**config.mk**
```make
export PLATFORM = sky130hd
export DESIGN_NAME = inst_fetch_queue
export DESIGN_NICKNAME = d
export VERILOG_FILES = /design/src/rtl/inst_fetch_queue.sv
export SDC_FILE = /design/constraint.sdc
export NUM_CORES = 1
export LEC_CHECK = 0
export BUFFER_PORTS_ARGS = -buffer_cell sky130_fd_sc_hd__buf_2
export CAP_MARGIN = 20
export CORE_MARGIN = 2
export CORE_UTILIZATION = 60
export DETAILED_ROUTE_END_ITERATION = 8
export PLACE_DENSITY = 0.83
export SLEW_MARGIN = 5
export SYNTH_ARGS = -nofsm -noshare
export SYNTH_HDL_FRONTEND = slang
export SYNTH_SLANG_ARGS = --single-unit
```
**constraint.sdc**
```tcl
create_clock -name clk -period 5.9 [get_ports clk]
set_input_delay 0 -clock clk [delete_from_list [all_inputs] [get_ports clk]]
set_output_delay 0 -clock clk [all_outputs]
set_load 0.02 [all_outputs]
```
**src/rtl/inst_fetch_queue.sv**
```systemverilog
// inst_fetch_queue
//   Instruction fetch front end. Drives the instruction ROM (byte address plus
//   active-low read strobe) and captures the big-endian word returned in the
//   same cycle. Each fetched word is buffered with its PC in a small FIFO, and
//   the issue stage drains that FIFO through a valid/ready handshake. A branch
//   redirect flushes the FIFO and restarts fetch. A fetched halt opcode
//   (bits [31:26] all ones) stops fetch.
//
// Parameters
//   DEPTH      FIFO entries (power of two, >= 2)
//   RESET_PC   fetch PC after reset
//   MEM_BYTES  ROM size in bytes; last fetchable word starts at MEM_BYTES-4
//
// Ports
//   clk, rst      clock, synchronous active-high reset
//   nrd, addr     ROM read strobe (active low) and byte address (= fetch PC)
//   dataIn        ROM word, meaningful only while nrd = 0
//   instValid     head of FIFO holds an instruction
//   instOut       head instruction word (0 when empty)
//   instPC        head instruction PC (0 when empty)
//   issueReady    issue stage takes the head this cycle
//   redirect      flush and restart fetch at redirectPC (word aligned)
//   halted        a halt word was fetched; fetch is stopped
module inst_fetch_queue #(
    parameter int unsigned DEPTH     = 4,
    parameter logic [31:0] RESET_PC  = 32'h0,
    parameter int unsigned MEM_BYTES = 100
) (
    input  logic        clk,
    input  logic        rst,
    output logic        nrd,
    output logic [31:0] addr,
    input  logic [31:0] dataIn,
    output logic        instValid,
    output logic [31:0] instOut,
    output logic [31:0] instPC,
    input  logic        issueReady,
    input  logic        redirect,
    input  logic [31:0] redirectPC,
    output logic        halted
);

    localparam int unsigned   PtrW      = $clog2(DEPTH);
    localparam logic [31:0]   LastAddr  = 32'(MEM_BYTES - 4);
    localparam logic [PtrW:0] CountFull = (PtrW + 1)'(DEPTH);

    logic [31:0]     pc_q, pc_d;
    logic [PtrW-1:0] rd_ptr_q, rd_ptr_d;
    logic [PtrW-1:0] wr_ptr_q, wr_ptr_d;
    logic [PtrW:0]   count_q, count_d;
    logic            halted_q, halted_d;

    logic [31:0]     word_q [DEPTH];
    logic [31:0]     epc_q  [DEPTH];

    logic            pop;
    logic            fetch_en;
    logic            is_halt;

    // Low address bits of a redirect target are dropped on purpose.
    logic [1:0]      unused_redirect_lsbs;
    assign unused_redirect_lsbs = redirectPC[1:0];

    assign instValid = (count_q != '0);
    assign instOut   = instValid ? word_q[rd_ptr_q] : 32'h0;
    assign instPC    = instValid ? epc_q[rd_ptr_q]  : 32'h0;
    assign halted    = halted_q;
    assign addr      = pc_q;

    assign pop      = instValid & issueReady;
    // A full FIFO can still fetch when the head leaves in the same cycle.
    assign fetch_en = !rst && !redirect && !halted_q && (pc_q <= LastAddr) &&
                      ((count_q < CountFull) || pop);
    assign nrd      = ~fetch_en;
    assign is_halt  = (dataIn[31:26] == 6'b111111);

    always_comb begin
        pc_d     = pc_q;
        rd_ptr_d = rd_ptr_q;
        wr_ptr_d = wr_ptr_q;
        count_d  = count_q;
        halted_d = halted_q;
        if (redirect) begin
            // Any same-cycle pop is simply discarded with the rest of the FIFO.
            pc_d     = {redirectPC[31:2], 2'b00};
            rd_ptr_d = '0;
            wr_ptr_d = '0;
            count_d  = '0;
            halted_d = 1'b0;
        end else begin
            if (fetch_en) begin
                wr_ptr_d = wr_ptr_q + 1'b1;
                if (is_halt) begin
                    halted_d = 1'b1;
                end else begin
                    pc_d = pc_q + 32'd4;
                end
            end
            if (pop) begin
                rd_ptr_d = rd_ptr_q + 1'b1;
            end
            unique case ({fetch_en, pop})
                2'b10:   count_d = count_q + 1'b1;
                2'b01:   count_d = count_q - 1'b1;
                default: count_d = count_q;
            endcase
        end
    end

    always_ff @(posedge clk) begin
        if (rst) begin
            pc_q     <= RESET_PC;
            rd_ptr_q <= '0;
            wr_ptr_q <= '0;
            count_q  <= '0;
            halted_q <= 1'b0;
        end else begin
            pc_q     <= pc_d;
            rd_ptr_q <= rd_ptr_d;
            wr_ptr_q <= wr_ptr_d;
            count_q  <= count_d;
            halted_q <= halted_d;
        end
    end

    // Storage needs no reset: entries are only visible while count is non-zero.
    always_ff @(posedge clk) begin
        if (fetch_en) begin
            word_q[wr_ptr_q] <= dataIn;
            epc_q[wr_ptr_q]  <= pc_q;
        end
    end

endmodule

```
# Word level (Yosys, flattened, before mapping)
# Memories as Yosys holds them, arrays and structs flattened. A register that Yosys moved wholly into a read port is not among the register bits.
# Index checks and enable logic that the tools add are counted.
# word_totals
ff_bits	40
ramBits	256
in_bits	68
output_inout_bits	99
wordCells	49
mem_count	2
# op_classes
n_addsub	5
magnitude_cmp	2
eq_ne	4
n_mux	12
bitwise	3
n_reduce_logical	15
# memory_table
name	words	word_bits	read_ports	rd_ports_with_merged_regs	wr	line_no	rtl
epc_q	4	32	1	1	1	54	logic [31:0] epc_q [DEPTH];
word_q	4	32	1	1	1	53	logic [31:0] word_q [DEPTH];
# op_table
cell	n
$mux W32	5
$add A32 B3 Y32 const B	1
$le A32 B7 Y1 const B	1
$mux W2	4
$eq A6 B6 Y1 const B	1
$pmux W3 S2	1
$reduce_and A2 Y1	3
$add A2 B1 Y2 const B	2
$logic_and A1 B1 Y1	4
$reduce_bool A2 Y1	2
$add A3 B1 Y3 const B	1
$logic_not A1 Y1	3
$lt A3 B3 Y1 const B	1
$reduce_bool A3 Y1	1
$sub A3 B1 Y3 const B	1
$eq A2 B1 Y1 const B	1
$eq A2 B2 Y1 const B	1
$mux W1	2
$ne A2 B2 Y1 const B	1
$not A1 Y1	2
$reduce_or A2 Y1	1
$and A1 B1 Y1	1
$logic_or A1 B1 Y1	1

# Longest topological paths before layout
# Gate-level depths: netlist (run 1).
# logic_depth
ltp_word	7
ltp_mapped	11
ltp_nobuf	11

# Worst setup path before layout (run 1)
# Ideal clock, no wire load.
# synth_timing
kind	flip-flop to flip-flop
start	register pc_q[20], in the netlist addr[20]
end	memory epc_q[0][10] (enable)
setup_ps	427
arrival_time_ps	3034
required_ps	5473
slack_ps	2439
path_stages_with_launch	6
n_path_buf	1
period_less_slack_ps	3461
path_cell_list	dfxtp_1 -> or4_1 -> nor2_1 -> nor4b_4 -> buf_2 -> and2_1
# synth_between
elab_chain_len	5
# synth_rtl
element	line_no	rtl
start: declaration	47	logic [31:0] pc_q, pc_d;
start signal: assignment	118	pc_q <= pc_d;
$le A32 B7 Y1	72	assign fetch_en = !rst && !redirect && !halted_q && (pc_q <= LastAddr) &&
$logic_and A1 B1 Y1 (2 in a row)	72	
$mux W1	128	if (fetch_en) begin
$mux W1 (implied by the code)	130	epc_q[wr_ptr_q] <= pc_q;
end: declaration	54	
# No other way between the ends.

# Worst setup path after layout (run 1)
# layout_timing
start	register pc_q[20], in the netlist addr[20]
end	register pc_q[2], in the netlist addr[2]
# layout_between
elab_chain_len	5
# layout_rtl
element	line_no
$le A32 B7 Y1	72
$logic_and A1 B1 Y1 (2 in a row)	72
$reduce_bool A2 Y1 (no source line)	-
$reduce_and A2 Y1 (no source line)	-
# No other way between the ends.
# A chain may end at the register's enable or synchronous reset.

==> flow_summary.toml, run 1 <==
[run_status]
status = "complete, no violations"

[critical_path]
rr_worst_depth = 7
crit_arrival_ns = 3.84
crit_fanout = 14
cp-start-kind = "flip-flop"
rr_endpoint = "addr[2]"
slowest_delay_ns = 0.69
cp-end-kind = "flip-flop"
worstSetupPathType = "reg -> reg"
r2r_start = "addr[20]"
worstPathRequired_ns = 6.32
crit_chain = "or4_1 > nor2_1 > nor4b_4 > inv_2 > nor2_1 > a2111oi_0 > dlygate4sd3_1"
cp_slowest_cell = "nor4b_4"
rrSetupSlack_ns = 2.48
path_common_cell = "nor2_1"

[die]
dieArea_um2 = 19570
std_cell_rows = 49
coreArea_um2 = 18020
io_pins = 167
start_util_pct = 61.47
die_w_um = 139.9
dieHeight_um = 139.9

[placement]
dpl_cell_area_um2 = 12060
io_buffers = 160
gp_congestion = 0.8152
pre_cts_slack_ns = 2.583
hpwl_um = 12430

[sta]
min_period_ns = 3.422
whs_ns = 0.03044
fin_crit_sh_pct = 58.00
fin_tns_setup_ns = 0
slew-limit-headroom_pct = 25.67
skew_ns = 0.009997
max_freq_mhz = 292.2
setup_viol = 0
hold_viol = 0
finalMaxSlewViolations = 0
rsz0062_at_grt = "false"
worstMarginPinSlew_ns = 1.115
setup_ws_ns = 2.478

[power_and_ir_drop]
p_leak_uw = 0.004967
ir_worst_vdd_mv = 0.2243
p_per_area_nw_per_um2 = 294.6

[clock_tree]
clock_insertion_delay_worst_skew_ns = 0.53
clock_path_buffers = 3
htreeDepth = 1
cts_buffers = 27
cts_tree = "built"
cts_setup_buffers = 0
clock-sinks = 288
cts_root_buffer = "clkbuf_16"
clk_pin_slew_worst_paths_ns = 0.07

[logic_synthesis]
netlist-cell-type-count = 37
async_flop_share_pct = 0
syn_avg_cell_area_um2 = 19.04
syn_area_um2 = 11080
syn_inst = 582
ys.flop_type = "edfxtp_1"
synth-edff-count = 248
ys_ff_latch = 288
ys_seq_area_share_pct = 74.44
yosysWarnings = 0

[drt]
firstDrtPassIters = 4
finalWirelength_um = 22480
vias = 6171
drt_iter0_drc = 384
wire_per_inst_um = 21.03
final_antenna_net_count = 0
via_per_inst = 5.773
drc = 0

[run]
drv_cap = 0

[finish]
mostFrequentLayoutCells = "edfxtp_1 (248), buf_2 (160), dlygate4sd3_1 (77)"
layout_commonest_cell = "edfxtp_1"
nets = 895
utilization_pct = 75.95
final_area_um2 = 13690
n_antenna_cell = 0
syn_to_final_growth_pct = 23.56
drive_gt1_share_pct = 32.38

[global_routing]
antenna_found_initial = 0
overflow = 0
grt_max_degree = 65
first_global_vias = 6521
track_usage_pct = 22.88
grt_pass1_wl_um = 34830

[worst_hold_path]
holdCritStartpoint = "rst"
hold_path.class = "in -> reg"
hold_depth = 2
hold_end = "addr[6]"
[through the flow]
| stage | total power, uW | std cells |
|---|---|---|
| final | 4033 | 1069 |
| after global routing | 4151 | 1069 |
| after CTS | 4053 | 1068 |
| after detailed placement | 2400 | 941 |
| after global placement | 2391 | 941 |
| after floorplan | 2341 | 585 |
[kinds of logic after synthesis]
family | Yosys count | synth area share [%]
compound gates | 29 | 1.829
xor+xnor | 5 | 0.3953
fa+ha+maj | 8 | 0.9712
buf+inv | 47 | 1.750
flops | 288 | 74.44
mux | 76 | 13.87
other cells | 1 | 0.03385
simple gates | 128 | 6.708
[metal layers]
layer | wire, um | track usage (%)
met1 | 8876 | 30.11
met2 | 11750 | 40.33
met3 | 1356 | 3.556
met4 | 497 | 6.421
met5 | 0 | 0
[report_power, final]
group | internal [uW] | switching (uW) | total (uW)
Clock | 942 | 690 | 1630
Combinational | 77.1 | 75.7 | 153
Sequential | 2220 | 25.9 | 2250
Total | 3240 | 791 | 4030
[synthesized netlist by cell type, types with 3 or more instances]
master    instances  area share (%)
nor3_1            9            0.41
and2_1           68             3.8
dfxtp_1          40             7.2
buf_1             8            0.27
nand2_1           8            0.27
nor4_1            4            0.23
a22o_1           11            0.87
clkbuf_1         20            0.68
inv_1            12            0.41
nor2b_1           4            0.23
buf_4             4            0.27
a21oi_1           9            0.41
mux2i_1          14             1.3
nor2_1           22            0.75
ha_1              7            0.79
or3_1             3            0.17
o21ai_0           3            0.14
or4_1             3            0.20
edfxtp_1        248              67
mux4_2           62              13
xor2_1            3            0.24
[how the worst max path moves through the flow]
stage | startpoint | endpoint | slack [ns] | cells after the start
finish | addr[20] | addr[2] | 2.48 | 7
global route | addr[19] | addr[2] | 2.39 | 7
CTS | addr[7] | addr[2] | 2.58 | 7
detailed placement | redirect | word_q[3][1] | 2.58 | 5
global placement | redirect | word_q[3][1] | 2.67 | 5
floorplan | addr[20] | epc_q[0][10] | 2.44 | 5
[critical path, delay by kind of cell, from the launching register on]
kind | cells | cell delay (ns)
compound gates | 1 | 0.20
simple gates | 4 | 1.95
flops | 1 | 0.38
buf+inv | 2 | 0.77
[flip-flops by register name (all words and copies together) (netlist names), named ones only]
register,cells
count_q,3
rd_ptr_q,2
addr,30
wr_ptr_q,2
halted,1
word_q,128
epc_q,120
[cell type report]
| type | instances | area (um2) |
|---|---|---|
| Tap cell | 229 | 286.5 |
| Sequential cell | 288 | 8255 |
| Inverter | 13 | 48.80 |
| Clock inverter | 8 | 67.56 |
| Clock buffer | 42 | 772.0 |
| Fill cell | 1032 | 4335 |
| Timing Repair Buffer | 239 | 1599 |
| Multi-Input combinational cell | 250 | 2660 |
[timing repair]
action,in CTS,in global routing
hold endpoints to repair,159,0
endpoints found under the setup margin,0,0
hold buffers,77,0
gates resized for setup,0,0
(Power assumes the default switching activity.)
==> run 2, diff against run 1 <==
CORE_UTILIZATION = 51   (was 60)
PLACE_DENSITY = 0.76   (was 0.83)
clock period = 3.1 ns   (was 5.9 ns; I/O delays follow)
==> run 2 against run 1 <==
  * Sequential cell count unchanged
  * Clock power grew 120%
  * Utilization fell by 9.1 points
  * Register-to-register slack lost 2.3 ns
  * Cell count increased by 6.4%
  * Critical path type unchanged
  * Non-clock buffer count increased by 18
  * Worst setup slack worse by 2.3 ns
  * Critical endpoint unchanged
==> flow_summary.toml, run 2 (synthesized netlist as in run 1, its figures left out) <==
[power_and_ir_drop]
power.internal_uw = 6602
combPwrFrac_pct = 3.7
p_sw_uw = 1588
p_per_area_nw_per_um2 = 579.1
p_leak_uw = 0.005162
seq_power_share_pct = 52.3
sw_frac_of_total_pct = 19.39
ir_worst_vdd_mv = 0.3612
clkPwrFrac_pct = 44.1

[worst_hold_path]
hold_end = "addr[4]"
hold_path.class = "in -> reg"
hold_depth = 4
holdCritStartpoint = "rst"

[sta]
finalMaxSlewViolations = 0
slew-limit-headroom_pct = 32.14
min_period_ns = 2.884
fin_tns_setup_ns = 0
worstMarginPinSlew_ns = 1.016
hold_viol = 0
max_freq_mhz = 346.8
rsz0062_at_grt = "false"
skew_ns = 0.02562
setup_viol = 0
fin_crit_sh_pct = 93.02

[drt]
drc = 0
vias = 6193
firstDrtPassIters = 4
final_antenna_net_count = 0
via_per_inst = 5.447
drt_iter0_drc = 446
finalWirelength_um = 23200
wire_per_inst_um = 20.40

[finish]
syn_to_final_growth_pct = 27.65
nets = 915
largest_reg_flops = 128
drive_gt1_share_pct = 33.99
n_antenna_cell = 0
seqCellArea_um2 = 8255
multi_input_area_um2 = 2663
layout_commonest_cell = "edfxtp_1"
top_register = "word_q"
fillCellCount = 1371
mostFrequentLayoutCells = "edfxtp_1 (248), buf_2 (160), dlygate4sd3_1 (82)"
utilization_pct = 66.85

[clock_tree]
cts_buffers = 29
cts_root_buffer = "clkbuf_16"
clock-sinks = 288
cts_tree = "built"
htreeDepth = 1
clock_path_buffers = 3
clk_pin_slew_worst_paths_ns = 0.06
clock_insertion_delay_worst_skew_ns = 0.54

[critical_path]
worstSetupStartpoint = "addr[7]"
worstPathRequired_ns = 3.57
worstSetupPathType = "reg -> reg"
crit_fanout = 13
rrSetupSlack_ns = 0.22
r2r_start = "addr[7]"
rr_endpoint = "addr[2]"
cp-start-kind = "flip-flop"
crit_arrival_ns = 3.35
cp-end-kind = "flip-flop"
rr_worst_depth = 7

[placement]
io_buffers = 160
hpwl_um = 13670
gp_congestion = 0.7622

[die]
start_util_pct = 52.37
die_w_um = 151.4
dieHeight_um = 151.4
dieArea_um2 = 22920
io_pins = 167
coreArea_um2 = 21150
std_cell_rows = 53

[global_routing]
antenna_found_initial = 0
grt_max_degree = 64
first_global_vias = 6614
track_usage_pct = 20.63
overflow = 0
grt_pass1_wl_um = 35580

[run_status]
status = "complete, no violations"

[run]
drv_cap = 0
[run 2: power by group through the flow]
stage | logic [uW] | clock network, uW | registers [uW]
after global placement | 205 | 0 | 4360
after global routing | 322 | 3820 | 4280
final | 300 | 3610 | 4280
after floorplan | 79.2 | 0 | 4380
after detailed placement | 214 | 0 | 4360
after CTS | 297 | 3660 | 4280
[run 2: per-stage QoR]
stage | hold WS [ns] | instance area [um2] | worst slack, ns | power, uW | std cells
after detailed placement | 0.2147 | 12300 | 0.3203 | 4574 | 1000
after floorplan | 0.09887 | 11100 | 0.3161 | 4455 | 585
after global routing | 0.08764 | 14140 | 0.1448 | 8424 | 1137
final | 0.05430 | 14140 | 0.2162 | 8190 | 1137
after CTS | 0.04158 | 14130 | 0.03092 | 8241 | 1136
after global placement | 0.2098 | 12300 | 0.4361 | 4560 | 1000
[run 2: area by class of cell]
| type | instances | share of cell area [%] |
|---|---|---|
| Clock buffer | 39 | 5.609 |
| Sequential cell | 288 | 58.37 |
| Inverter | 13 | 0.3450 |
| Clock inverter | 15 | 1.531 |
| Tap cell | 275 | 2.433 |
| Multi-Input combinational cell | 250 | 18.83 |
| Timing Repair Buffer | 257 | 12.88 |
[run 2: how the worst max path moves through the flow]
stage	endpoint	slack (ns)	cells after the start
after CTS	addr[2]	0.03	7
after floorplan	epc_q[0][10]	0.32	5
after global placement	word_q[2][2]	0.44	6
after global routing	addr[2]	0.14	7
final	addr[2]	0.22	7
after detailed placement	count_q[2]	0.32	10
[run 2: worst max-delay path, stage by stage, from the launching register on]
cell and delay [ns]:
dfxtp_1 0.38, nor4_1 0.59, nand4_1 0.27, nor4b_4 0.34, buf_4 0.24, a211oi_1 0.09
a2111oi_0 0.31, dlygate4sd3_1 0.61
[run 2: what timing repair did]
item                                    4_1_cts  5_1_grt
hold endpoints to repair                    168        0
resized for setup                             0        1
hold buffers                                 82        0
setup buffers                                 0        0
endpoints found under the setup margin        0        1
[run 2: routing by layer]
layer	track usage [%]	vias up	share of wire (%)
met1	27.86	3142	42
met5	0	-	0
met3	3.313	40	6.6
met4	5.654	0	1.7
met2	35.23	222	50
li1	-	2789	-
